File: src/rtl/viterbi_blk_ctrl_if.sv
// Purpose: bundles every non-clock/reset signal of the Viterbi block sequencer.
//   slave  : the sequencer's view (viterbi_blk_ctrl drives its outputs).
//   master : the environment's view (symbol source, BMC/ACS/survivor memory,
//            traceback unit and decoded-bit sink).
// Signals:
//   in_valid/in_ready/rx_pair_in    received symbol pair handshake
//   rx_pair, acs_en, acs_init       branch-metric / ACS controls
//   surv_we, surv_waddr             survivor memory write port
//   tb_rd_en, tb_start, tb_raddr    traceback read port
//   tb_bit                          traced bit, one cycle after tb_rd_en
//   dec_valid/dec_ready/dec_bit     decoded bit handshake, oldest bit first
interface viterbi_blk_ctrl_if #(
  parameter int TB_DEPTH = 16
);
  localparam int AW = $clog2(TB_DEPTH);

  logic          in_valid;
  logic          in_ready;
  logic [1:0]    rx_pair_in;
  logic [1:0]    rx_pair;
  logic          acs_en;
  logic          acs_init;
  logic          surv_we;
  logic [AW-1:0] surv_waddr;
  logic          tb_rd_en;
  logic          tb_start;
  logic [AW-1:0] tb_raddr;
  logic          tb_bit;
  logic          dec_valid;
  logic          dec_ready;
  logic          dec_bit;

  modport master (
    output in_valid, rx_pair_in, tb_bit, dec_ready,
    input  in_ready, rx_pair, acs_en, acs_init, surv_we, surv_waddr,
           tb_rd_en, tb_start, tb_raddr, dec_valid, dec_bit
  );

  modport slave (
    input  in_valid, rx_pair_in, tb_bit, dec_ready,
    output in_ready, rx_pair, acs_en, acs_init, surv_we, surv_waddr,
           tb_rd_en, tb_start, tb_raddr, dec_valid, dec_bit
  );
endinterface

File: src/rtl/viterbi_blk_ctrl.sv
// Purpose: block-mode sequencer for a rate-1/2 Viterbi decoder. Collects
//   TB_DEPTH symbol pairs (pulsing ACS and survivor writes per symbol), waits one
//   cycle for the last survivor write, walks the survivor memory backwards,
//   buffers the traced bits by address and finally emits them oldest-first.
// Ports:
//   clk    rising-edge clock
//   rst_n  asynchronous active-low reset
//   bus    viterbi_blk_ctrl_if.slave, all handshake and memory-control signals
// All outputs come straight from registers.
module viterbi_blk_ctrl #(
  parameter int TB_DEPTH = 16
) (
  input  logic               clk,
  input  logic               rst_n,
  viterbi_blk_ctrl_if.slave  bus
);
  localparam int AW = $clog2(TB_DEPTH);
  localparam logic [AW-1:0] LAST_IDX = AW'(TB_DEPTH - 1);
  localparam logic [AW-1:0] ZERO_IDX = {AW{1'b0}};
  localparam logic [AW-1:0] ONE_IDX  = AW'(1);

  typedef enum logic [2:0] {
    FILL  = 3'd0,
    DRAIN = 3'd1,
    TRACE = 3'd2,
    TLAST = 3'd3,
    EMIT  = 3'd4
  } state_t;

  state_t              state_r, state_nx_s;
  logic [AW-1:0]       wcnt_r, wcnt_nx_s;
  logic [AW-1:0]       ocnt_r, ocnt_nx_s;
  logic [TB_DEPTH-1:0] bits_r, bits_nx_s;
  logic                cap_en_r;
  logic [AW-1:0]       cap_addr_r;

  logic          in_ready_r,   in_ready_nx_s;
  logic [1:0]    rx_pair_r,    rx_pair_nx_s;
  logic          acs_en_r,     acs_en_nx_s;
  logic          acs_init_r,   acs_init_nx_s;
  logic          surv_we_r,    surv_we_nx_s;
  logic [AW-1:0] surv_waddr_r, surv_waddr_nx_s;
  logic          tb_rd_en_r,   tb_rd_en_nx_s;
  logic          tb_start_r,   tb_start_nx_s;
  logic [AW-1:0] tb_raddr_r,   tb_raddr_nx_s;
  logic          dec_valid_r,  dec_valid_nx_s;
  logic          dec_bit_r,    dec_bit_nx_s;

  logic accept_s;
  logic dec_xfer_s;

  // in_ready_r is only ever high in FILL, so it doubles as the accept qualifier.
  assign accept_s   = bus.in_valid & in_ready_r;
  assign dec_xfer_s = bus.dec_ready & dec_valid_r;

  // State register.
  always_ff @(posedge clk or negedge rst_n) begin
    if (!rst_n) begin
      state_r <= FILL;
    end else begin
      state_r <= state_nx_s;
    end
  end

  // Next-state logic and next values of every registered output.
  always_comb begin
    state_nx_s      = state_r;
    wcnt_nx_s       = wcnt_r;
    ocnt_nx_s       = ocnt_r;
    rx_pair_nx_s    = rx_pair_r;
    acs_en_nx_s     = 1'b0;
    acs_init_nx_s   = 1'b0;
    surv_we_nx_s    = 1'b0;
    surv_waddr_nx_s = surv_waddr_r;
    tb_rd_en_nx_s   = 1'b0;
    tb_start_nx_s   = 1'b0;
    tb_raddr_nx_s   = tb_raddr_r;
    dec_valid_nx_s  = dec_valid_r;
    dec_bit_nx_s    = dec_bit_r;
    case (state_r)
      FILL: begin
        if (accept_s) begin
          rx_pair_nx_s    = bus.rx_pair_in;
          acs_en_nx_s     = 1'b1;
          surv_we_nx_s    = 1'b1;
          surv_waddr_nx_s = wcnt_r;
          acs_init_nx_s   = (wcnt_r == ZERO_IDX);
          wcnt_nx_s       = wcnt_r + ONE_IDX;
          if (wcnt_r == LAST_IDX) begin
            state_nx_s = DRAIN;
          end else begin
            state_nx_s = FILL;
          end
        end else begin
          state_nx_s = FILL;
        end
      end
      DRAIN: begin
        // Last survivor write lands this cycle; first read goes out next cycle.
        state_nx_s    = TRACE;
        tb_rd_en_nx_s = 1'b1;
        tb_start_nx_s = 1'b1;
        tb_raddr_nx_s = LAST_IDX;
      end
      TRACE: begin
        if (tb_raddr_r == ZERO_IDX) begin
          state_nx_s = TLAST;
        end else begin
          state_nx_s    = TRACE;
          tb_rd_en_nx_s = 1'b1;
          tb_raddr_nx_s = tb_raddr_r - ONE_IDX;
        end
      end
      TLAST: begin
        // buf[0] is written on this same edge, so bit 0 is taken from tb_bit.
        state_nx_s     = EMIT;
        ocnt_nx_s      = ZERO_IDX;
        dec_valid_nx_s = 1'b1;
        dec_bit_nx_s   = bus.tb_bit;
      end
      EMIT: begin
        if (dec_xfer_s) begin
          ocnt_nx_s = ocnt_r + ONE_IDX;
          if (ocnt_r == LAST_IDX) begin
            state_nx_s     = FILL;
            dec_valid_nx_s = 1'b0;
            dec_bit_nx_s   = 1'b0;
          end else begin
            state_nx_s   = EMIT;
            dec_bit_nx_s = bits_r[ocnt_nx_s];
          end
        end else begin
          state_nx_s = EMIT;
        end
      end
      default: begin
        state_nx_s = FILL;
      end
    endcase
    in_ready_nx_s = (state_nx_s == FILL);
  end

  // Traceback capture: the bit arriving one cycle after a read is stored at that read's address.
  always_comb begin
    bits_nx_s = bits_r;
    if (cap_en_r) begin
      bits_nx_s[cap_addr_r] = bus.tb_bit;
    end else begin
      bits_nx_s = bits_r;
    end
  end

  // Counters, capture pipeline, bit buffer and output registers.
  always_ff @(posedge clk or negedge rst_n) begin
    if (!rst_n) begin
      wcnt_r       <= ZERO_IDX;
      ocnt_r       <= ZERO_IDX;
      bits_r       <= {TB_DEPTH{1'b0}};
      cap_en_r     <= 1'b0;
      cap_addr_r   <= ZERO_IDX;
      in_ready_r   <= 1'b0;
      rx_pair_r    <= 2'b00;
      acs_en_r     <= 1'b0;
      acs_init_r   <= 1'b0;
      surv_we_r    <= 1'b0;
      surv_waddr_r <= ZERO_IDX;
      tb_rd_en_r   <= 1'b0;
      tb_start_r   <= 1'b0;
      tb_raddr_r   <= ZERO_IDX;
      dec_valid_r  <= 1'b0;
      dec_bit_r    <= 1'b0;
    end else begin
      wcnt_r       <= wcnt_nx_s;
      ocnt_r       <= ocnt_nx_s;
      bits_r       <= bits_nx_s;
      cap_en_r     <= tb_rd_en_r;
      cap_addr_r   <= tb_raddr_r;
      in_ready_r   <= in_ready_nx_s;
      rx_pair_r    <= rx_pair_nx_s;
      acs_en_r     <= acs_en_nx_s;
      acs_init_r   <= acs_init_nx_s;
      surv_we_r    <= surv_we_nx_s;
      surv_waddr_r <= surv_waddr_nx_s;
      tb_rd_en_r   <= tb_rd_en_nx_s;
      tb_start_r   <= tb_start_nx_s;
      tb_raddr_r   <= tb_raddr_nx_s;
      dec_valid_r  <= dec_valid_nx_s;
      dec_bit_r    <= dec_bit_nx_s;
    end
  end

  assign bus.in_ready   = in_ready_r;
  assign bus.rx_pair    = rx_pair_r;
  assign bus.acs_en     = acs_en_r;
  assign bus.acs_init   = acs_init_r;
  assign bus.surv_we    = surv_we_r;
  assign bus.surv_waddr = surv_waddr_r;
  assign bus.tb_rd_en   = tb_rd_en_r;
  assign bus.tb_start   = tb_start_r;
  assign bus.tb_raddr   = tb_raddr_r;
  assign bus.dec_valid  = dec_valid_r;
  assign bus.dec_bit    = dec_bit_r;
endmodule

File: src/flat_wrapper.sv
// flat-port wrapper written by rule: the top's interface ports become plain ports
module viterbi_blk_ctrl_flat 
#(
  parameter int TB_DEPTH = 16
)
  (clk, rst_n, bus_in_valid, bus_rx_pair_in, bus_tb_bit, bus_dec_ready, bus_in_ready, bus_rx_pair, bus_acs_en, bus_acs_init, bus_surv_we, bus_surv_waddr, bus_tb_rd_en, bus_tb_start, bus_tb_raddr, bus_dec_valid, bus_dec_bit);
  viterbi_blk_ctrl_if #(.TB_DEPTH(TB_DEPTH)) bus_i ();
  input  logic clk;
  input  logic rst_n;
  input wire logic [$bits(bus_i.in_valid)-1:0] bus_in_valid;
  input wire logic [$bits(bus_i.rx_pair_in)-1:0] bus_rx_pair_in;
  input wire logic [$bits(bus_i.tb_bit)-1:0] bus_tb_bit;
  input wire logic [$bits(bus_i.dec_ready)-1:0] bus_dec_ready;
  output wire logic [$bits(bus_i.in_ready)-1:0] bus_in_ready;
  output wire logic [$bits(bus_i.rx_pair)-1:0] bus_rx_pair;
  output wire logic [$bits(bus_i.acs_en)-1:0] bus_acs_en;
  output wire logic [$bits(bus_i.acs_init)-1:0] bus_acs_init;
  output wire logic [$bits(bus_i.surv_we)-1:0] bus_surv_we;
  output wire logic [$bits(bus_i.surv_waddr)-1:0] bus_surv_waddr;
  output wire logic [$bits(bus_i.tb_rd_en)-1:0] bus_tb_rd_en;
  output wire logic [$bits(bus_i.tb_start)-1:0] bus_tb_start;
  output wire logic [$bits(bus_i.tb_raddr)-1:0] bus_tb_raddr;
  output wire logic [$bits(bus_i.dec_valid)-1:0] bus_dec_valid;
  output wire logic [$bits(bus_i.dec_bit)-1:0] bus_dec_bit;
  assign bus_i.in_valid = bus_in_valid;
  assign bus_i.rx_pair_in = bus_rx_pair_in;
  assign bus_i.tb_bit = bus_tb_bit;
  assign bus_i.dec_ready = bus_dec_ready;
  assign bus_in_ready = bus_i.in_ready;
  assign bus_rx_pair = bus_i.rx_pair;
  assign bus_acs_en = bus_i.acs_en;
  assign bus_acs_init = bus_i.acs_init;
  assign bus_surv_we = bus_i.surv_we;
  assign bus_surv_waddr = bus_i.surv_waddr;
  assign bus_tb_rd_en = bus_i.tb_rd_en;
  assign bus_tb_start = bus_i.tb_start;
  assign bus_tb_raddr = bus_i.tb_raddr;
  assign bus_dec_valid = bus_i.dec_valid;
  assign bus_dec_bit = bus_i.dec_bit;
  viterbi_blk_ctrl #(.TB_DEPTH(TB_DEPTH)) u_core (.clk(clk), .rst_n(rst_n), .bus(bus_i));
endmodule
File: config.mk
export PLATFORM = sky130hd
export DESIGN_NAME = viterbi_blk_ctrl_flat
export DESIGN_NICKNAME = d
export VERILOG_FILES = /design/src/rtl/viterbi_blk_ctrl_if.sv /design/src/rtl/viterbi_blk_ctrl.sv /design/src/flat_wrapper.sv
export SDC_FILE = /design/constraint.sdc
export NUM_CORES = 1
export LEC_CHECK = 0
export ABC_CLOCK_PERIOD_IN_PS = 3700
export CAP_MARGIN = 5
export CORE_UTILIZATION = 45
export CTS_CLUSTER_SIZE = 20
export DETAILED_ROUTE_END_ITERATION = 8
export DONT_BUFFER_PORTS = 1
export REMOVE_ABC_BUFFERS = 1
export SKIP_CTS_REPAIR_TIMING = 1
export SLEW_MARGIN = 30
export SYNTH_ARGS = -nofsm -noshare
export SYNTH_HDL_FRONTEND = slang
export SYNTH_SLANG_ARGS = --single-unit
File: constraint.sdc
create_clock -name clk -period 3.7 [get_ports clk]
set_clock_uncertainty 0.2 [all_clocks]
set_input_delay 1.11 -clock clk [delete_from_list [all_inputs] [get_ports clk]]
set_output_delay 1.11 -clock clk [all_outputs]
set_load 0.03 [all_outputs]
==> reports/results.ini, run 1 <==
[final_layout]
fin_cells = 260
utilization_pct = 50.6
areaGrowthSynthToFinish_pct = 5.81
layout-drive-gt1-share_pct = 16.6
nNetsFinal = 204
n_fill_cell = 458
antenna_cells = 0
stdcell_area_um2 = 2440

[route]
drc = 0
wirelength_mm = 4.14
firstDrtPassIters = 4
postRouteAntennaNets = 0
viasPerCell = 5.60
drtIter0Drc = 68
vias = 1455
routedWlPerCell_um = 15.9

[timing]
rsz0062_at_grt = no
finalHoldViolCount = 0
timing.final.ws_setup_ns = 1.40
slew_violations = 0
finalCriticalPeriod_ns = 2.30
tns_ns = 0
setup-violations-final = 0
relSlewSlack_pct = 64.7
period_share_pct = 62.1
tightest_slew_ns = 0.530
fmax_ghz = 0.435

[clock_tree]
cts_max_level = 2
cts_tree = yes
cts_sinks = 49
cts.clk_slew.worst_paths_ns = 0.09
clock_latency_ns = 0.30
clockBufferDepth = 2
numCtsBuffers = 5
root_buffer = clkbuf_8

[place]
placedInstanceArea_um2 = 2330
dp_cells = 252
place_ws_ns = 1.34
port_buffers = 0
dp_hpwl_mm = 2.96
globalplace.congestion = 0.758

[synthesis]
seq_area_frac_synth_pct = 53.2
syn_inst = 196
avgSynthCellArea_um2 = 11.8
ys_types = 37
synth_edf_count = 0
synthArstFlopShare_pct = 100
ys_ff_latch = 49
netlist_area_um2 = 2300
yosysWarningCount = 0
synth-main-ff-cell = dfrtp_1

[worst_setup_path]
crit_arrival_ns = 0.99
worstPathRequired_ns = 2.39
worst_setup_path_end_kind = primary output
ff2ff_setup_slack_ns = 1.41
criticalPathCategory = reg -> out
worstSetupStartpointType = flop
critPathMaxFanout = 2

[global_route]
grt_pass1_wl_mm = 7.11
antenna_found_initial = 0
overflow = 0
grt_max_degree = 50
globalRouteTotalUtil_pct = 17.9
grt_pass1_vias = 1463

[floorplanning]
rows = 25
die_h_um = 73.5
core_um2 = 4820
die_area_um2 = 5410
die_w_um = 73.5
boundaryPins = 25
start_util_pct = 47.8

[pwr]
vdd_ir_drop_max_v = 0.000464
p_per_area_nw_per_um2 = 838
power_leakage_nw = 1.04

[hold_path]
hold_class = in -> async

[status]
status = complete, no violations

[flow_run]
drv_cap = 0

[sequential cells by signal, indices dropped and copies added (netlist names), 2 cells and up]
register	flops
u_core.ocnt_r	4
u_core.bus.surv_waddr	4
u_core.bus.tb_raddr	4
u_core.bits_r	16
u_core.wcnt_r	4
u_core.bus.rx_pair	2
u_core.state_r	3
u_core.cap_addr_r	4
[synth_stat cells (3+ instances only)]
cell	n	share of area (%)
a211oi_1	3	0.98
a21oi_1	7	1.5
buf_2	4	0.87
clkbuf_1	4	0.65
dfrtp_1	49	53
ha_1	5	2.7
inv_1	7	1.1
mux2_2	23	11
mux2i_1	5	2.2
nand2_1	11	1.8
nand3_1	7	1.5
nand3b_1	4	1.3
nand4_1	4	1.1
nor2_1	17	2.8
nor3_1	5	1.1
o211ai_1	3	0.98
o21ai_0	5	1.1
xnor2_1	5	1.9
xor2_1	4	1.5
[path summary, 6_finish.rpt]
check,cells past startpoint,from,end
min reg2reg,1,u_core.bits_r[14],u_core.bits_r[14]
max reg2reg,5,u_core.ocnt_r[0],u_core.bus.dec_bit
max in group asynchronous,0,rst_n,u_core.bits_r[12]
max,0,u_core.bus.acs_en,bus_surv_we
min in group clk,1,u_core.bits_r[14],u_core.bits_r[14]
min,0,rst_n,u_core.state_r[1]
[metal layers]
layer | share of wire, % | vias up | track usage, %
li1 | - | 691 | -
met1 | 48 | 742 | 23.4
met2 | 48 | 18 | 28.4
met3 | 3.4 | 4 | 5.76
met4 | 0.97 | 0 | 5.13
met5 | 0 | - | 0
[cell families after synthesis]
kind of cell | synth area share (%)
xor gates and xnor gates | 3.42
buffers and inverters | 3.80
DFF | 53.2
muxes | 15.7
and+or+nand+nor | 14.2
AOI/OAI and AO/OA | 6.90
adders and majority gates | 2.72
[layout by cell type, fill, tap and decap left out, types with 2 or more instances in the layout]
master / instances
nand4_1: 4
and4_1: 2
mux4_1: 2
clkbuf_8: 5
mux2_2: 23
nand2_1: 11
nor3b_1: 2
nand2b_1: 2
o21ai_0: 5
a211oi_1: 3
o211ai_1: 3
nor3_1: 5
mux2i_1: 5
nand3b_1: 4
a311oi_1: 2
inv_1: 7
xor2_1: 4
xnor2_1: 5
ha_1: 5
a21oi_1: 7
nor2_1: 17
nand3_1: 7
dfrtp_1: 49
[power breakdown]
part           switching [mW]  internal (mW)  total, mW
clock                   0.173          0.203      0.376
sequential              0.389          0.756       1.14
combinational           0.236          0.285      0.521
[layout make-up]
class | count | area (um^2) | share of cell area (%)
flip-flops and latches | 49 | 1230 | 50.3
clock buffers | 6 | 72.6 | 2.98
clock inverters | 2 | 38.8 | 1.59
inverters | 7 | 26.3 | 1.08
well taps | 67 | 83.8 | 3.44
multi-input cells | 129 | 990 | 40.6
[metrics by stage]
| step | hold slack (ns) | power (mW) |
|---|---|---|
| global route | 0.260 | 2.19 |
| finish | 0.289 | 2.04 |
| floorplan | 0.270 | 1.53 |
| detailed placement | 0.292 | 1.68 |
| global placement | 0.288 | 1.65 |
| CTS | 0.278 | 2.06 |
Power figures use the tool's default switching activity.
==> inputs of run 2 (changes only) <==
Settings changed: ABC_CLOCK_PERIOD_IN_PS 3700 to 2300.
Clock period 3.7 ns to 2.3 ns, I/O delays scaled along.
==> reports/results.ini, run 2 (synthesized netlist as in run 1, its figures left out) <==
[status]
status = complete, no violations

[final_layout]
nNetsFinal = 212  ; +3.9%
n_fill_cell = 429  ; -6.3%
areaGrowthSynthToFinish_pct = 8.64
layout-drive-gt1-share_pct = 20.4  ; +3.8 points
largest_register = u_core.bits_r
fin_cells = 268  ; +3.1%
layout_common_cells = dfrtp_1 (49), mux2_2 (23), nor2_1 (17)
largest_reg_flops = 16  ; unchanged
final_common_cell = dfrtp_1
antenna_cells = 0  ; unchanged

[clock_tree]
numCtsBuffers = 5  ; unchanged
root_buffer = clkbuf_8
cts_sinks = 49  ; unchanged
cts_max_level = 2  ; unchanged
cts.clk_slew.worst_paths_ns = 0.10  ; about the same
clock_latency_ns = 0.30  ; about the same
clockBufferDepth = 2  ; unchanged
cts_tree = yes

[global_route]
grt_pass1_wl_mm = 7.51  ; +5.5%
antenna_found_initial = 0  ; unchanged
grt_pass1_vias = 1490  ; +1.8%
globalRouteTotalUtil_pct = 18.4  ; +0.58 points
grt_max_degree = 50  ; unchanged
overflow = 0  ; unchanged

[floorplanning]
rows = 25  ; unchanged
die_w_um = 73.5  ; unchanged
boundaryPins = 25  ; unchanged
die_area_um2 = 5410  ; unchanged
core_um2 = 4820  ; unchanged
start_util_pct = 47.8  ; unchanged
die_h_um = 73.5  ; unchanged

[route]
vias = 1514  ; +4.1%
firstDrtPassIters = 4  ; unchanged
drtIter0Drc = 109  ; +60%
viasPerCell = 5.65  ; +0.95%
wirelength_mm = 4.36  ; +5.4%
drc = 0  ; unchanged
postRouteAntennaNets = 0  ; unchanged
routedWlPerCell_um = 16.3  ; +2.3%

[worst_setup_path]
r2r_cells = 5  ; unchanged
worstSetupStartpointType = flop
worst_setup_path_end_kind = flop
reg2reg_from = u_core.ocnt_r[0]
critPathMaxFanout = 8  ; +6
reg2reg_to = u_core.bus.dec_bit
crit_arrival_ns = 2.11  ; +1.12 ns
criticalPathCategory = reg -> reg
worstPathRequired_ns = 2.28  ; -0.11 ns
ff2ff_setup_slack_ns = 0.17  ; -1.24 ns

[place]
globalplace.congestion = 0.758  ; about the same
dp_cells = 259  ; +2.8%
dp_hpwl_mm = 3.09  ; +4.5%
port_buffers = 0  ; unchanged

[flow_run]
drv_cap = 0  ; unchanged

[hold_path]
hold_class = in -> async

[pwr]
p_per_area_nw_per_um2 = 1330  ; +59%
power_mw = 3.33  ; +63%
power_leakage_nw = 1.09  ; +4.2%
vdd_ir_drop_max_v = 0.000653  ; +41%

[timing]
slew_violations = 0  ; unchanged
finalHoldViolCount = 0  ; unchanged
tns_ns = 0  ; unchanged
tightest_slew_ns = 0.528  ; -0.00141 ns
fmax_ghz = 0.469
rsz0062_at_grt = no
period_share_pct = 92.8
finalCriticalPeriod_ns = 2.13
setup-violations-final = 0  ; unchanged
relSlewSlack_pct = 64.8  ; +0.094 points

==> run 2: changes by cell type in the layout (fill, tap and decap cells not counted), sizes merged <==
| cell | before | now |
|---|---|---|
| buf | 0 | 8 |
| bufinv | 1 | 0 |
| clkinv | 1 | 2 |
==> run 2: worst max-delay path: stages (launching register included) <==
cell     delay [ns]
dfrtp_1        0.52
ha_1           0.32
xor2_1         0.30
nand3_1        0.11
and4_1         0.22
a311o_1        0.35
==> run 2: per-layer routing <==
layer,GRT usage (%),part of all wire (%),up-vias
met1,25.8,47,756
met2,29.1,48,44
met5,0,0,-
met3,3.57,4.3,7
li1,-,-,707
met4,5.77,1.1,0
==> run 2: layout make-up <==
type                    instances  area (um^2)  share of cell area (%)
inverters                       7         26.3                    1.05
multi-input cells             129          990                    39.5
clock inverters                 2         13.8                   0.550
flip-flops and latches         49         1230                    49.0
repair buffers                  8         80.1                    3.20
well taps                      67         83.8                    3.35
clock buffers                   6         82.6                    3.30
==> run 2: how the worst max path moves through the flow <==
stage	start	to	slack, ns	depth (start not counted)
global placement	u_core.bus.tb_raddr[0]	u_core.bus.in_ready	0.32	5
floorplan	u_core.bus.tb_raddr[0]	u_core.bus.in_ready	0.17	5
finish	u_core.ocnt_r[0]	u_core.bus.dec_bit	0.17	5
detailed placement	u_core.ocnt_r[0]	u_core.bus.dec_bit	0.20	5
CTS	u_core.ocnt_r[0]	u_core.bus.dec_bit	0.20	5
global route	u_core.ocnt_r[0]	u_core.bus.dec_bit	0.07	5
==> run 2: per-stage QoR <==
stage	instance area (um^2)	hold slack [ns]	util, %	worst slack, ns
6_report	2500	0.0207	51.9	0.167
5_1_grt	2500	0.0306	51.9	0.0694
4_1_cts	2470	-0.132	51.4	0.196
3_5_place_dp	2380	0.196	49.4	0.204
3_3_place_gp	2380	0.195	49.4	0.316
2_1_floorplan	2240	0.194	-	0.167
==> run 2: report_power, final <==
group | switching [mW] | internal [mW] | leakage [nW]
Sequential | 0.505 | 1.22 | 0.611
Combinational | 0.556 | 0.529 | 0.423
Clock | 0.283 | 0.244 | 0.0512
